## config.mk

```make
export PLATFORM = sky130hd
export DESIGN_NAME = commit_return_queue_flat
export DESIGN_NICKNAME = d
export VERILOG_FILES = /design/src/rtl/commit_return_queue_if.sv /design/src/rtl/commit_return_queue.sv /design/src/flat_wrapper.sv
export SDC_FILE = /design/constraint.sdc
export NUM_CORES = 2
export LEC_CHECK = 0
export CAP_MARGIN = 0
export CELL_PAD_IN_SITES_DETAIL_PLACEMENT = 1
export CELL_PAD_IN_SITES_GLOBAL_PLACEMENT = 2
export CORE_MARGIN = 1.5
export CORE_UTILIZATION = 30
export DETAILED_ROUTE_END_ITERATION = 10
export PLACE_DENSITY = 0.63
export SLEW_MARGIN = 20
export SYNTH_ARGS = -nofsm -noshare
export SYNTH_HDL_FRONTEND = slang
export SYNTH_SLANG_ARGS = --single-unit
```

## constraint.sdc

```tcl
create_clock -name clk -period 8.5 [get_ports clk]
set_input_delay 1.275 -clock clk [delete_from_list [all_inputs] [get_ports clk]]
set_output_delay 1.275 -clock clk [all_outputs]
set_load 0.03 [all_outputs]
```

## src/rtl/commit_return_queue_if.sv

```systemverilog
// Rename/commit-side bundle of the commit return queue.
// Master drives allocations, commits and flushes; slave is the queue itself.
interface commit_return_queue_if #(
  parameter int NUM_D_REG = 32,
  parameter int NUM_S_REG = 8,
  parameter int DEPTH     = 16
);
  localparam int RW = $clog2(NUM_D_REG);
  localparam int SW = $clog2(NUM_S_REG);
  localparam int CW = $clog2(DEPTH + 1);

  logic                 alloc_valid;
  logic                 alloc_use_rw;
  logic                 alloc_use_rs;
  logic [RW-1:0]        alloc_old_rw;
  logic [RW-1:0]        alloc_new_rw;
  logic [SW-1:0]        alloc_old_rs;
  logic [SW-1:0]        alloc_new_rs;
  logic                 alloc_ready;
  logic                 commit_valid;
  logic                 flush;
  logic [NUM_D_REG-1:0] return_r_list;
  logic [NUM_S_REG-1:0] return_s_list;
  logic [CW-1:0]        count;
  logic                 empty;

  modport master (
    output alloc_valid, alloc_use_rw, alloc_use_rs, alloc_old_rw, alloc_new_rw,
           alloc_old_rs, alloc_new_rs, commit_valid, flush,
    input  alloc_ready, return_r_list, return_s_list, count, empty
  );

  modport slave (
    input  alloc_valid, alloc_use_rw, alloc_use_rs, alloc_old_rw, alloc_new_rw,
           alloc_old_rs, alloc_new_rs, commit_valid, flush,
    output alloc_ready, return_r_list, return_s_list, count, empty
  );
endinterface

```

## src/rtl/commit_return_queue.sv

```systemverilog
// In-order queue of rename allocations; commit returns old mappings, flush returns new ones.
// Return masks are registered one-cycle pulses; alloc_ready drops when full, excess pushes are ignored.
module commit_return_queue #(
  parameter int NUM_D_REG = 32,
  parameter int NUM_S_REG = 8,
  parameter int DEPTH     = 16
) (
  input logic                   clk,
  input logic                   rst,
  commit_return_queue_if.slave  bus
);
  localparam int RW = $clog2(NUM_D_REG);
  localparam int SW = $clog2(NUM_S_REG);
  localparam int PW = $clog2(DEPTH);
  localparam int CW = $clog2(DEPTH + 1);

  logic          use_rw_q [DEPTH];
  logic          use_rs_q [DEPTH];
  logic [RW-1:0] old_rw_q [DEPTH];
  logic [RW-1:0] new_rw_q [DEPTH];
  logic [SW-1:0] old_rs_q [DEPTH];
  logic [SW-1:0] new_rs_q [DEPTH];

  logic [PW-1:0]        head;
  logic [PW-1:0]        tail;
  logic [CW-1:0]        count_q;
  logic [NUM_D_REG-1:0] ret_r_q;
  logic [NUM_S_REG-1:0] ret_s_q;

  logic                 push;
  logic                 pop;
  logic [PW-1:0]        slot_off [DEPTH];
  logic [NUM_D_REG-1:0] r_mask;
  logic [NUM_S_REG-1:0] s_mask;

  assign bus.alloc_ready   = (count_q != CW'(DEPTH));
  assign bus.empty         = (count_q == '0);
  assign bus.count         = count_q;
  assign bus.return_r_list = ret_r_q;
  assign bus.return_s_list = ret_s_q;

  assign push = bus.alloc_valid & bus.alloc_ready & ~bus.flush;
  assign pop  = bus.commit_valid & ~bus.empty;

  // Age of each slot relative to head; a slot is in flight when its age is below count.
  always_comb begin
    for (int i = 0; i < DEPTH; i++) begin
      slot_off[i] = PW'(i) - head;
    end
  end

  always_comb begin
    r_mask = '0;
    s_mask = '0;
    for (int i = 0; i < DEPTH; i++) begin
      if (pop && (PW'(i) == head)) begin
        if (use_rw_q[i]) r_mask[old_rw_q[i]] = 1'b1;
        if (use_rs_q[i]) s_mask[old_rs_q[i]] = 1'b1;
      end else if (bus.flush && (CW'(slot_off[i]) < count_q)) begin
        if (use_rw_q[i]) r_mask[new_rw_q[i]] = 1'b1;
        if (use_rs_q[i]) s_mask[new_rs_q[i]] = 1'b1;
      end
    end
  end

  always_ff @(posedge clk) begin
    if (push) begin
      use_rw_q[tail] <= bus.alloc_use_rw;
      use_rs_q[tail] <= bus.alloc_use_rs;
      old_rw_q[tail] <= bus.alloc_old_rw;
      new_rw_q[tail] <= bus.alloc_new_rw;
      old_rs_q[tail] <= bus.alloc_old_rs;
      new_rs_q[tail] <= bus.alloc_new_rs;
    end
  end

  always_ff @(posedge clk or posedge rst) begin
    if (rst) begin
      head    <= '0;
      tail    <= '0;
      count_q <= '0;
      ret_r_q <= '0;
      ret_s_q <= '0;
    end else begin
      ret_r_q <= r_mask;
      ret_s_q <= s_mask;
      if (bus.flush) begin
        head    <= '0;
        tail    <= '0;
        count_q <= '0;
      end else begin
        if (push) tail <= tail + PW'(1);
        if (pop)  head <= head + PW'(1);
        count_q <= count_q + CW'(push) - CW'(pop);
      end
    end
  end
endmodule
```

## src/flat_wrapper.sv

```systemverilog
// flat-port wrapper written by rule: the top's interface ports become plain ports
module commit_return_queue_flat 
#(
  parameter int NUM_D_REG = 32,
  parameter int NUM_S_REG = 8,
  parameter int DEPTH     = 16
)
  (clk, rst, bus_alloc_valid, bus_alloc_use_rw, bus_alloc_use_rs, bus_alloc_old_rw, bus_alloc_new_rw, bus_alloc_old_rs, bus_alloc_new_rs, bus_commit_valid, bus_flush, bus_alloc_ready, bus_return_r_list, bus_return_s_list, bus_count, bus_empty);
  commit_return_queue_if #(.NUM_D_REG(NUM_D_REG), .NUM_S_REG(NUM_S_REG), .DEPTH(DEPTH)) bus_i ();
  input logic clk;
  input logic rst;
  input wire logic [$bits(bus_i.alloc_valid)-1:0] bus_alloc_valid;
  input wire logic [$bits(bus_i.alloc_use_rw)-1:0] bus_alloc_use_rw;
  input wire logic [$bits(bus_i.alloc_use_rs)-1:0] bus_alloc_use_rs;
  input wire logic [$bits(bus_i.alloc_old_rw)-1:0] bus_alloc_old_rw;
  input wire logic [$bits(bus_i.alloc_new_rw)-1:0] bus_alloc_new_rw;
  input wire logic [$bits(bus_i.alloc_old_rs)-1:0] bus_alloc_old_rs;
  input wire logic [$bits(bus_i.alloc_new_rs)-1:0] bus_alloc_new_rs;
  input wire logic [$bits(bus_i.commit_valid)-1:0] bus_commit_valid;
  input wire logic [$bits(bus_i.flush)-1:0] bus_flush;
  output wire logic [$bits(bus_i.alloc_ready)-1:0] bus_alloc_ready;
  output wire logic [$bits(bus_i.return_r_list)-1:0] bus_return_r_list;
  output wire logic [$bits(bus_i.return_s_list)-1:0] bus_return_s_list;
  output wire logic [$bits(bus_i.count)-1:0] bus_count;
  output wire logic [$bits(bus_i.empty)-1:0] bus_empty;
  assign bus_i.alloc_valid = bus_alloc_valid;
  assign bus_i.alloc_use_rw = bus_alloc_use_rw;
  assign bus_i.alloc_use_rs = bus_alloc_use_rs;
  assign bus_i.alloc_old_rw = bus_alloc_old_rw;
  assign bus_i.alloc_new_rw = bus_alloc_new_rw;
  assign bus_i.alloc_old_rs = bus_alloc_old_rs;
  assign bus_i.alloc_new_rs = bus_alloc_new_rs;
  assign bus_i.commit_valid = bus_commit_valid;
  assign bus_i.flush = bus_flush;
  assign bus_alloc_ready = bus_i.alloc_ready;
  assign bus_return_r_list = bus_i.return_r_list;
  assign bus_return_s_list = bus_i.return_s_list;
  assign bus_count = bus_i.count;
  assign bus_empty = bus_i.empty;
  commit_return_queue #(.NUM_D_REG(NUM_D_REG), .NUM_S_REG(NUM_S_REG), .DEPTH(DEPTH)) u_core (.clk(clk), .rst(rst), .bus(bus_i));
endmodule
```

After elaboration in Yosys (flattened, before gate mapping)
Memory sizes are Yosys's and may differ from the RTL's. Cells that the tools add are included.

$add $sub $neg: 20. $lt $le $gt $ge: 144. Equality and inequality tests: 16. Muxes and demuxes: 263. Bitwise operators: 65. Reductions and logical operators: 100.

Operators with widths (number): 32-bit 2-to-1 mux (64); 32-bit OR (30); 8-bit 2-to-1 mux (64); 8-bit OR (30); 5-bit by 6-bit less-than comparator with 1-bit output (second input constant) (32); 1-bit demux with 5-bit select (32); 5-bit by 1-bit greater-or-equal comparator with 1-bit output (second input constant) (32); 3-bit by 4-bit less-than comparator with 1-bit output (second input constant) (32); 1-bit demux with 3-bit select (32); 3-bit by 1-bit greater-or-equal comparator with 1-bit output (second input constant) (32); 1-bit logical AND (96); 4-bit by 5-bit less-than comparator with 1-bit output (16); 1-bit 2-to-1 mux (66); 4-bit == test (first input constant) (8); 4-bit subtractor (first input constant) (8); 3-bit by 4-bit == test with 1-bit output (first input constant) (4); 4-bit 2-to-1 mux (4); 3-bit by 4-bit subtractor with 4-bit output (first input constant) (4); 4-bit by 1-bit adder with 4-bit output (second input constant) (2); 2-bit by 4-bit == test with 1-bit output (first input constant) (2); 1-bit by 4-bit subtractor with 4-bit output (first input constant) (2); 2-bit by 4-bit subtractor with 4-bit output (first input constant) (2); 5-bit by 1-bit adder with 5-bit output (1); 5-bit zero test (1); other kinds (8) (12).

Flip-flop bits (word level): 53. Memory bits (writable): 288. Input port bits: 23. Output and inout port bits: 47. Word-level logic and storage cells: 619. Memories: 6.

Memory list: u_core.new_rw_q (words 16, width 5, read ports 16, clocked after Yosys merged registers in 0, write ports 1, line commit_return_queue.sv:20) `logic [RW-1:0] new_rw_q [DEPTH];`; u_core.old_rw_q (words 16, width 5, read ports 16, clocked after Yosys merged registers in 0, write ports 1, line commit_return_queue.sv:19) `logic [RW-1:0] old_rw_q [DEPTH];`; u_core.new_rs_q (words 16, width 3, read ports 16, clocked after Yosys merged registers in 0, write ports 1, line commit_return_queue.sv:22) `logic [SW-1:0] new_rs_q [DEPTH];`; u_core.old_rs_q (words 16, width 3, read ports 16, clocked after Yosys merged registers in 0, write ports 1, line commit_return_queue.sv:21) `logic [SW-1:0] old_rs_q [DEPTH];`; u_core.use_rs_q (words 16, width 1, read ports 16, clocked after Yosys merged registers in 0, write ports 1, line commit_return_queue.sv:18) `logic use_rs_q [DEPTH];`; u_core.use_rw_q (words 16, width 1, read ports 16, clocked after Yosys merged registers in 0, write ports 1, line commit_return_queue.sv:17) `logic use_rw_q [DEPTH];`.

Depth between registers and ports, before layout
Word-level depth: 67. Mapped depth: 17.

Least setup slack after synthesis
Ideal clock, no wire load.

Kind: input-to-reg. From: input port bus_commit_valid. To: register u_core.count_q[4] (netlist: u_core.bus.count[4]). Setup time: 0.078 ns. Arrival time: 4.388 ns. Required time: 8.422 ns. Slack: 4.034 ns. Stages on the path: 16. Buffers on the path: 6. Cells stage by stage: buf_2 > buf_2 > clkbuf_1 > buf_2 > nand2_1 > inv_1 > clkbuf_1 > clkbuf_1 > ha_1 > inv_1 > ha_1 > fa_1 > a21oi_1 > nor2_1 > or3_1 > a21oi_1.

Longest elaborated chain between the ends: 3.

RTL lines: start: declaration (line flat_wrapper.sv:19) `input wire logic [$bits(bus_i.commit_valid)-1:0] bus_commit_valid;`; 1-bit AND (line commit_return_queue.sv:43) `assign pop = bus.commit_valid & ~bus.empty;`; 5-bit by 1-bit subtractor with 5-bit output (line commit_return_queue.sv:94) `count_q <= count_q + CW'(push) - CW'(pop);`; 5-bit 2-to-1 mux (line commit_return_queue.sv:87) `if (bus.flush) begin`; end signal: assignment (line commit_return_queue.sv:94); end: declaration (line commit_return_queue.sv:26) `logic [CW-1:0] count_q;`.

No other way between the ends. A chain may end at the register's enable or synchronous reset.

Final worst setup path
From: register u_core.count_q[3] (netlist: u_core.bus.count[3]). To: register u_core.ret_r_q[12] (netlist: u_core.bus.return_r_list[12]).

Longest elaborated chain between the ends: 65. Elaborated cells between the ends (all ways): 143. Classes of those cells: order compare (16); mux (62); bitwise (32); reduce/logical (33).

RTL lines: branches (longest 64 deep; another with 4-bit by 5-bit less-than comparator with 1-bit output); 32-bit 2-to-1 mux (*) (line commit_return_queue.sv:56) `if (pop && (PW'(i) == head)) begin`; via u_core.r_mask[12] (line commit_return_queue.sv:33) `logic [NUM_D_REG-1:0] r_mask;`; end signal: assignment (line commit_return_queue.sv:85) `ret_r_q <= r_mask;`; end: declaration (line commit_return_queue.sv:27) `logic [NUM_D_REG-1:0] ret_r_q;`.

Mark *: on every way through the listed nets, which the timed path passes.

==> out/metrics.cfg <==
[run_status]
status=finished, final reports clean

[drt]
avgViaCountPerCell=7.30
route.detailed.drc=0
vias=31600
drt-pass1-iter-count=6
drt_iter0_drc=5379
wl_um=209000
wl_per_cell_um=48.2
final_antenna_net_count=0

[pwr]
peakVddDrop_mv=0.166
cellLeakagePower_nw=9.71
p_per_area_mw_per_mm2=208

[floorplan]
die_y_um=300
die_w_um=300
ios=70
dieArea_mm2=0.0900
initial_core_util=0.304
core_mm2=0.0872
rows=108

[min_path]
hold_class=register to register

[clock_network]
cts_resized=0
tritoncts=yes
post_cts_buffers=0
cts-root-buf=clkbuf_16
cts-htree-levels=2
clock-sinks=341
hold_buffers=0
ctsLongestPathBuffers=3
clk_latency_ns=0.69
cts_buffers=45
clkTransAtPathRegs_ns=0.06

[cells_and_area]
register_area_mm2=0.00997
fillCellCount=10100
final_core_util=0.350
layout-drive-gt1-share=0.0917
layout.nets=3210
syn_to_final_growth_pct=15.1
multi_input_area_mm2=0.0156

[timing]
max-slew-margin-rel=0.145
max_freq_ghz=0.158
final.setup.tns_ns=0
fin_skew_ns=0.0565
rsz0062_at_grt=no
setup_viol=0
post-route-min-period_ns=6.34
post-route-period-util=0.746
setup_ws_ns=2.16
final_max_slew_viol_count=0
hold_viol=0
tightest_slew_ns=1.27

[critical_path]
path_cells=inv_1 -> ha_1 -> or4b_4 -> inv_2 -> buf_4 -> nor3_1 -> a32o_1 -> a211o_1 -> or4_1 -> nor4_1 -> nand4_1
critPathKind=register to register
cp_top_family=simple AND/OR/NAND/NOR gates
path_max_fanout=40
cp.required_ns=8.95
worstSetupStartpointType=register
critPathCaptureType=register
crit_arrival_ns=6.79
slowest_stage=nor4_1
critical_path_buf_inv_count=3
slowest_delay_ns=1.07

[global_route]
track_usage=0.452
antenna_found_initial=19
grt_overflow_total=0
first_global_vias=30200
grt_pass1_wl_um=275000
grt_max_degree=68

[logic_synthesis]
synth_area_mm2=0.0265
ys_dominant_reg_cell=edfxtp_1
synth_edf_count=288
async_flop_share=0.155
synth.distinct_cells=90
synthesis.nets=3142
syn_inst=3068
yosysWarnings=0
synth_seq_area_share=0.377
synth.avg_cell_area_um2=8.63
ys_ff_latch=341

[placed_design]
place.gp.congestion=1.16
dp_hpwl_um=169000
place_ws_ns=2.51
io_buffers=69

[run]
max-cap-violations=0

[power by group]
group	switching (mW)	internal, mW	leakage, nW
Clock	0.895	1.20	0.768
Combinational	1.71	0.546	5.64
Sequential	0.0910	1.89	3.31
[final cells by class]
| class | instances | share of cell area |
|---|---|---|
| clock buffer | 53 | 0.0392 |
| sequential | 341 | 0.327 |
| inverter | 86 | 0.0106 |
| clock inverter | 30 | 0.0120 |
| multi-input combinational | 2480 | 0.513 |
| tap | 1155 | 0.0474 |
| timing repair buffer | 182 | 0.0498 |
| antenna | 7 | 0.000575 |
[metrics by stage]
step                hold WS (ns)  instance area [µm²]  total power, mW  cells
floorplan                  0.553                26500             3.14   3068
global placement           0.575                28900             4.11   4243
detailed placement         0.598                28900             4.15   4244
CTS                        0.606                30400             6.24   4327
global route               0.643                30500             6.45   4327
finish                     0.602                30500             6.34   4334
[flip-flops by register name, indices dropped and copies added, names as in the netlist]
register                  count
u_core.bus.return_s_list      8
u_core.head                   4
u_core.use_rw_q              16
u_core.old_rs_q              48
u_core.tail                   4
u_core.bus.count              5
u_core.new_rs_q              48
u_core.old_rw_q              80
u_core.new_rw_q              80
u_core.bus.return_r_list     32
u_core.use_rs_q              16
[cell families (layout without fill, tap and decap cells)]
| family | Yosys count | after routing | share of synthesized area |
|---|---|---|---|
| adders and majority gates | 51 | 51 | 0.0244 |
| buffers and inverters | 247 | 351 | 0.0384 |
| xor gates and xnor gates | 16 | 16 | 0.00529 |
| and+or+nand+nor | 1753 | 1753 | 0.367 |
| AOI/OAI and AO/OA | 660 | 660 | 0.188 |
| other | 0 | 7 | 0 |
| DFF | 341 | 341 | 0.377 |
[cell usage after synthesis, types with 43 or more instances]
library cell / count / share of area
clkbuf_1: 132 / 0.019
and3_1: 57 / 0.013
inv_1: 82 / 0.012
nand3_1: 222 / 0.042
a21oi_1: 55 / 0.010
or3_1: 45 / 0.011
nor2b_1: 77 / 0.018
a211oi_1: 47 / 0.013
edfxtp_1: 288 / 0.33
nor3b_1: 53 / 0.015
nand2_1: 304 / 0.043
nor4_1: 90 / 0.021
nor2_1: 268 / 0.038
o21ai_0: 56 / 0.011
dfrtp_1: 53 / 0.050
nand4_1: 149 / 0.035
nand3b_1: 64 / 0.018
nor3_1: 134 / 0.025
o22ai_1: 104 / 0.025
nand2b_1: 57 / 0.013
ha_1: 50 / 0.024
or4_1: 43 / 0.012
[cells in the final DEF (no fill, tap or decap), types with 15 or more instances in the layout]
cell type        instances
nor2b_1                 77
nor2_1                 256
a22oi_1                 33
inv_1                   81
o2111ai_1               28
nand3_1                222
nor3_1                 128
or2_2                   19
nand4b_1                34
nor4_1                  89
dfrtp_1                 53
buf_4                  113
nor4b_1                 18
o32ai_1                 28
and3b_1                 29
nor3b_1                 53
o22ai_1                104
clkbuf_16               45
o221ai_1                31
and4_1                  15
a211oi_1                44
and2_1                  18
a32oi_1                 21
nand2b_1                57
o21ai_0                 56
or3b_2                  20
or3_1                   45
nand3b_1                64
a21oi_1                 54
nand4_1                149
o31ai_1                 20
and3_1                  57
or4_1                   43
nand2_1                304
clkdlybuf4s50_1         65
o211ai_1                35
ha_1                    50
edfxtp_1               288
a31oi_1                 19
[path summary, 6_finish.rpt]
| kind | start | slack, ns | to | cells past startpoint |
|---|---|---|---|---|
| min in group asynchronous | rst | 1.28 | u_core.bus.return_r_list[9] | 3 |
| max in group asynchronous | rst | 6.58 | u_core.bus.return_r_list[25] | 3 |
| worst max register to register | u_core.bus.count[3] | 2.16 | u_core.bus.return_r_list[12] | 11 |
| worst min register to register | u_core.tail[1] | 0.60 | u_core.tail[1] | 2 |
| worst max-delay path | u_core.bus.count[3] | 2.16 | u_core.bus.return_r_list[12] | 11 |
| worst min-delay path | u_core.tail[1] | 0.60 | u_core.tail[1] | 2 |
[layer usage]
| metal | track usage | vias to the layer above | part of all wire |
|---|---|---|---|
| li1 | - | 12400 | - |
| met1 | 0.569 | 16000 | 0.38 |
| met2 | 0.650 | 2607 | 0.41 |
| met3 | 0.156 | 633 | 0.13 |
| met4 | 0.304 | 12 | 0.082 |
| met5 | 0 | - | 0.00038 |
[worst reg2reg max path, stage by stage, from the launching register on]
cell	delay [ns]
dfrtp_1	0.40
inv_1	0.57
ha_1	0.32
or4b_4	0.66
inv_2	0.56
buf_4	0.63
nor3_1	0.33
a32o_1	0.37
a211o_1	0.33
or4_1	0.67
nor4_1	1.08
nand4_1	0.22
(Power assumes the default switching activity.)
